**config.mk**
```make
export PLATFORM = sky130hd
export DESIGN_NAME = edge_event_monitor
export DESIGN_NICKNAME = d
export VERILOG_FILES = /design/src/rtl/edge_event_monitor.sv
export SDC_FILE = /design/constraint.sdc
export NUM_CORES = 1
export LEC_CHECK = 0
export BUFFER_PORTS_ARGS = -buffer_cell sky130_fd_sc_hd__buf_2
export CAP_MARGIN = 20
export CORE_MARGIN = 2
export CORE_UTILIZATION = 50
export CTS_CLUSTER_DIAMETER = 40
export DETAILED_ROUTE_END_ITERATION = 8
export PLACE_DENSITY_LB_ADDON = 0.3
export SLEW_MARGIN = 20
export SYNTH_ARGS = -nofsm -noshare
export SYNTH_HDL_FRONTEND = slang
export SYNTH_SLANG_ARGS = --single-unit
```
**constraint.sdc**
```tcl
create_clock -name clk -period 10.4 [get_ports clk]
set_clock_uncertainty 0.15 [all_clocks]
set_input_delay 1.04 -clock clk [delete_from_list [all_inputs] [get_ports clk]]
set_output_delay 1.04 -clock clk [all_outputs]
set_load 0.02 [all_outputs]
```
**src/rtl/edge_event_monitor.sv**
```systemverilog
// edge_event_monitor: samples four 8-bit channels every cycle and queues
// one timestamped event per cycle in which any channel changed.
// Ports: clk, rst (sync, active-high); ch_a..ch_d monitored inputs;
// evt_valid/evt_ready pop handshake; evt_mask, evt_a..evt_d, evt_time
// give the FIFO head (zero when empty); overflow is sticky, clr_ovf clears.
module edge_event_monitor #(
   parameter int DEPTH = 8,
   parameter int TS_W  = 16
) (
   input  logic            clk,
   input  logic            rst,
   input  logic [7:0]      ch_a,
   input  logic [7:0]      ch_b,
   input  logic [7:0]      ch_c,
   input  logic [7:0]      ch_d,
   output logic            evt_valid,
   input  logic            evt_ready,
   output logic [3:0]      evt_mask,
   output logic [7:0]      evt_a,
   output logic [7:0]      evt_b,
   output logic [7:0]      evt_c,
   output logic [7:0]      evt_d,
   output logic [TS_W-1:0] evt_time,
   output logic            overflow,
   input  logic            clr_ovf
);

   localparam int AW = $clog2(DEPTH);
   localparam int EW = TS_W + 4 + 32;

   logic [TS_W-1:0] r_cnt;
   logic [31:0]     r_smp;
   logic [31:0]     r_prev;
   logic [TS_W-1:0] r_ts;
   logic            r_ev_v;
   logic [EW-1:0]   r_ev_word;
   logic [EW-1:0]   r_mem [DEPTH];
   logic [AW:0]     r_wr;
   logic [AW:0]     r_rd;
   logic            r_ovf;

   logic [31:0]     w_in;
   logic [3:0]      w_mask;
   logic            w_full;
   logic            w_empty;
   logic            w_pop;
   logic            w_push;
   logic            w_drop;
   logic [EW-1:0]   w_head;

   assign w_in = {ch_d, ch_c, ch_b, ch_a};

   always_comb begin
      w_mask = 4'b0000;
      for (int i = 0; i < 4; i++) begin
         w_mask[i] = (r_smp[8*i +: 8] != r_prev[8*i +: 8]);
      end
   end

   // Full: same slot index, opposite wrap bit.
   assign w_empty = (r_wr == r_rd);
   assign w_full  = (r_wr[AW] != r_rd[AW]) &&
                    (r_wr[AW-1:0] == r_rd[AW-1:0]);
   assign w_pop   = !w_empty && evt_ready;
   // A pop frees a slot in the same edge, so full+pop still accepts.
   assign w_push  = r_ev_v && (!w_full || w_pop);
   assign w_drop  = r_ev_v && w_full && !w_pop;

   // Sample, change-detect and event-register stages.
   always_ff @(posedge clk) begin
      if (rst) begin
         r_cnt     <= '0;
         r_smp     <= w_in;
         r_prev    <= w_in;
         r_ts      <= '0;
         r_ev_v    <= 1'b0;
         r_ev_word <= '0;
      end else begin
         r_cnt     <= r_cnt + {{(TS_W-1){1'b0}}, 1'b1};
         r_smp     <= w_in;
         r_prev    <= r_smp;
         r_ts      <= r_cnt;
         r_ev_v    <= (w_mask != 4'b0000);
         r_ev_word <= {r_ts, w_mask, r_smp};
      end
   end

   always_ff @(posedge clk) begin
      if (rst) begin
         r_wr  <= '0;
         r_rd  <= '0;
         r_ovf <= 1'b0;
      end else begin
         if (w_push) begin
            r_wr <= r_wr + {{AW{1'b0}}, 1'b1};
         end
         if (w_pop) begin
            r_rd <= r_rd + {{AW{1'b0}}, 1'b1};
         end
         // A drop in the same cycle as clr_ovf keeps the flag set.
         if (w_drop) begin
            r_ovf <= 1'b1;
         end else if (clr_ovf) begin
            r_ovf <= 1'b0;
         end
      end
   end

   always_ff @(posedge clk) begin
      if (w_push && !rst) begin
         r_mem[r_wr[AW-1:0]] <= r_ev_word;
      end
   end

   assign w_head    = r_mem[r_rd[AW-1:0]];
   assign evt_valid = !w_empty;
   assign overflow  = r_ovf;

   always_comb begin
      {evt_time, evt_mask, evt_d, evt_c, evt_b, evt_a} = '0;
      if (!w_empty) begin
         {evt_time, evt_mask, evt_d, evt_c, evt_b, evt_a} = w_head;
      end
   end

endmodule

```
==> results.toml <==
[logic_synthesis]
async_flop_share = 0
synth_edf_count = 416
synth_top_cells_by_area = "edfxtp_1 (60%), dfxtp_1 (16%), mux4_2 (11%), mux2i_1 (2.7%), nor2b_1 (2.0%)"
synth_warnings = 0
syn_inst = 1096
synth.top_cell.area_share = 0.603
synth_seq_area_share = 0.758
yosysTopAreaCell = "edfxtp_1"
synth_cell_types = 37
syn_area_sq_um = 20700
synthFlopType = "edfxtp_1"
postSynthNetCount = 1135
synth-seq-cells = 577
avgSynthCellArea_sq_um = 18.9

[route]
drtPass1Iterations = 5
route.detailed.drc = 0
vias = 9614
routed_wl_um = 38300
drt_iter0_markers = 587
viasPerCell = 5.36
ant_nets = 0
wl_per_cell_um = 21.4

[grt]
overflow = 0
grt_pass1_wl_um = 58900
grt_max_degree = 76
grt_pass1_vias = 10011
track_usage = 0.180
grt_antenna_before_repair = 3

[cells_and_area]
design_area_sq_um = 23800
layout.nets = 1250
antenna_cells = 0
areaGrowthSynthToFinish_pct = 14.7
nFillCells = 2989
regArea_sq_um = 15700
final_layout_size_suffix_gt1_frac = 0.260
fin_cells = 1795
multi_input_area_sq_um = 4810

[clocking]
root_buffer = "clkbuf_16"
insertion_delay_ns = 0.62
cts_max_path_buffers = 3
ctsHoldBuffers = 0
postCtsSetupBuffers = 0
cts.sinks = 577
cts.repair.resized = 0
cts_max_level = 2
cts_made_buffers = 60
clkTransAtPathRegs_ns = 0.06
cts_tree = "done"

[worst_setup_path]
worstSetupPathType = "register to output port"
crit_arrival_ns = 3.36
critPathLaunchType = "register"
crit_fanout = 67
end_kind = "output port"
cp_data_required_time_ns = 9.21

[placed_design]
dp_hpwl_um = 20400
port_buffers = 89
placed_cells = 1681
place_area_sq_um = 21800
post-place-ws_ns = 6.44
routabilityCongestion = 0.697

[job]
cap_violations = 0

[floorplan]
die_h_um = 208
start_util = 0.507
core_area_sq_um = 40800
die_w_um = 208
row_count = 74
ioPinCount = 90
design.die.area_sq_um = 43100

[outcome]
status = "complete, no violations"

[timing]
fmax_mhz = 220
maxSlewHeadroom = 0.312
fin_ws_ns = 5.85
min_period_over_period = 0.437
setup_tns_ns = 0
final_hold_viol_count = 0
tightest_slew_ns = 1.03
rsz0062_at_grt = "false"
finalSetupViolations = 0
drv_slew = 0
fin_crit_ns = 4.55

[pwr]
power_density_nw_per_um2 = 220
finalPower_mw = 5.23
ir_worst_vdd_uv = 191
cellLeakagePower_nw = 8.12

[min_path]
hp-class = "register to register"
==> final cells by class <==
type | count | area share
Sequential cell | 577 | 0.662
Multi-Input combinational cell | 462 | 0.203
Clock buffer | 83 | 0.0720
Tap cell | 532 | 0.0280
Timing Repair Buffer | 105 | 0.0239
Clock inverter | 31 | 0.0112
Inverter | 5 | 0.000790
==> registers in the layout (all words and copies together), names as in the netlist, named ones only <==
register	count
r_prev	32
r_ev_word	52
r_ts	16
r_mem	416
r_cnt	16
r_rd	4
r_smp	32
r_wr	4
overflow	1
r_ev_v	1
==> report_power, final <==
part	internal, mW	switching (mW)
Combinational	0.264	0.331
Clock	1.19	0.876
Sequential	2.51	0.0606
==> cell families (layout without fill, tap and decap cells) <==
| logic type | after synthesis | in the layout | share of synthesized area |
|---|---|---|---|
| xor+xnor | 47 | 47 | 0.0199 |
| flops | 577 | 577 | 0.758 |
| fa+ha+maj | 3 | 3 | 0.00181 |
| mux | 164 | 164 | 0.142 |
| compound gates | 43 | 43 | 0.0158 |
| simple gates | 205 | 205 | 0.0502 |
| buf+inv | 57 | 224 | 0.0115 |
==> critical path, stage by stage, from the launching register on <==
cell     delay (ns)
dfxtp_4        0.72
buf_4          0.89
mux4_2         0.42
mux2i_1        0.43
nor2_1         0.06
buf_2          0.18
==> cells in the final DEF (no fill, tap or decap), types with 8 or more instances in the layout <==
| cell | instances |
|---|---|
| dfxtp_1 | 158 |
| buf_2 | 88 |
| buf_4 | 17 |
| xnor2_1 | 34 |
| clkbuf_1 | 13 |
| clkinv_2 | 12 |
| a21o_1 | 32 |
| clkbuf_8 | 8 |
| nand4_1 | 12 |
| nor2b_1 | 66 |
| mux4_2 | 104 |
| mux2i_1 | 55 |
| nor2_1 | 84 |
| clkbuf_16 | 62 |
| edfxtp_1 | 416 |
| xor2_1 | 13 |
==> cell usage after synthesis (5+ instances only) <==
library cell / instances
nor3_1: 11
mux2i_1: 55
clkbuf_1: 20
buf_2: 19
xor2_1: 13
inv_1: 5
nor2b_1: 66
nand2_1: 7
nand3_1: 5
xnor2_1: 34
nand4_1: 12
mux4_2: 104
dfxtp_1: 161
mux2_2: 5
nor2_1: 84
a21o_1: 32
buf_1: 13
edfxtp_1: 416
nand2b_1: 5
==> routing by layer <==
metal | share of wire | GRT usage | vias up
met2 | 0.49 | 0.297 | 208
met5 | 0.0012 | 0 | -
met1 | 0.44 | 0.244 | 4880
met4 | 0.019 | 0.0527 | 6
met3 | 0.047 | 0.0375 | 58
li1 | - | - | 4462
==> through the flow <==
| step | hold slack, ns | utilization |
|---|---|---|
| 2_1_floorplan | 0.264 | - |
| 6_report | 0.289 | 0.582 |
| 4_1_cts | 0.293 | 0.582 |
| 5_1_grt | 0.304 | 0.582 |
| 3_3_place_gp | 0.269 | 0.534 |
| 3_5_place_dp | 0.278 | 0.534 |
==> worst paths after layout <==
kind                  from            end  slack (ns)  depth (start not counted)
setup / recovery  register       evt_b[7]        5.85                          5
hold / removal     r_ts[9]  r_ev_word[45]        0.29                          1
setup reg to reg   r_wr[2]   r_mem[1][27]        7.55                          5
hold reg to reg    r_ts[9]  r_ev_word[45]        0.29                          1
Power figures use the tool's default switching activity.
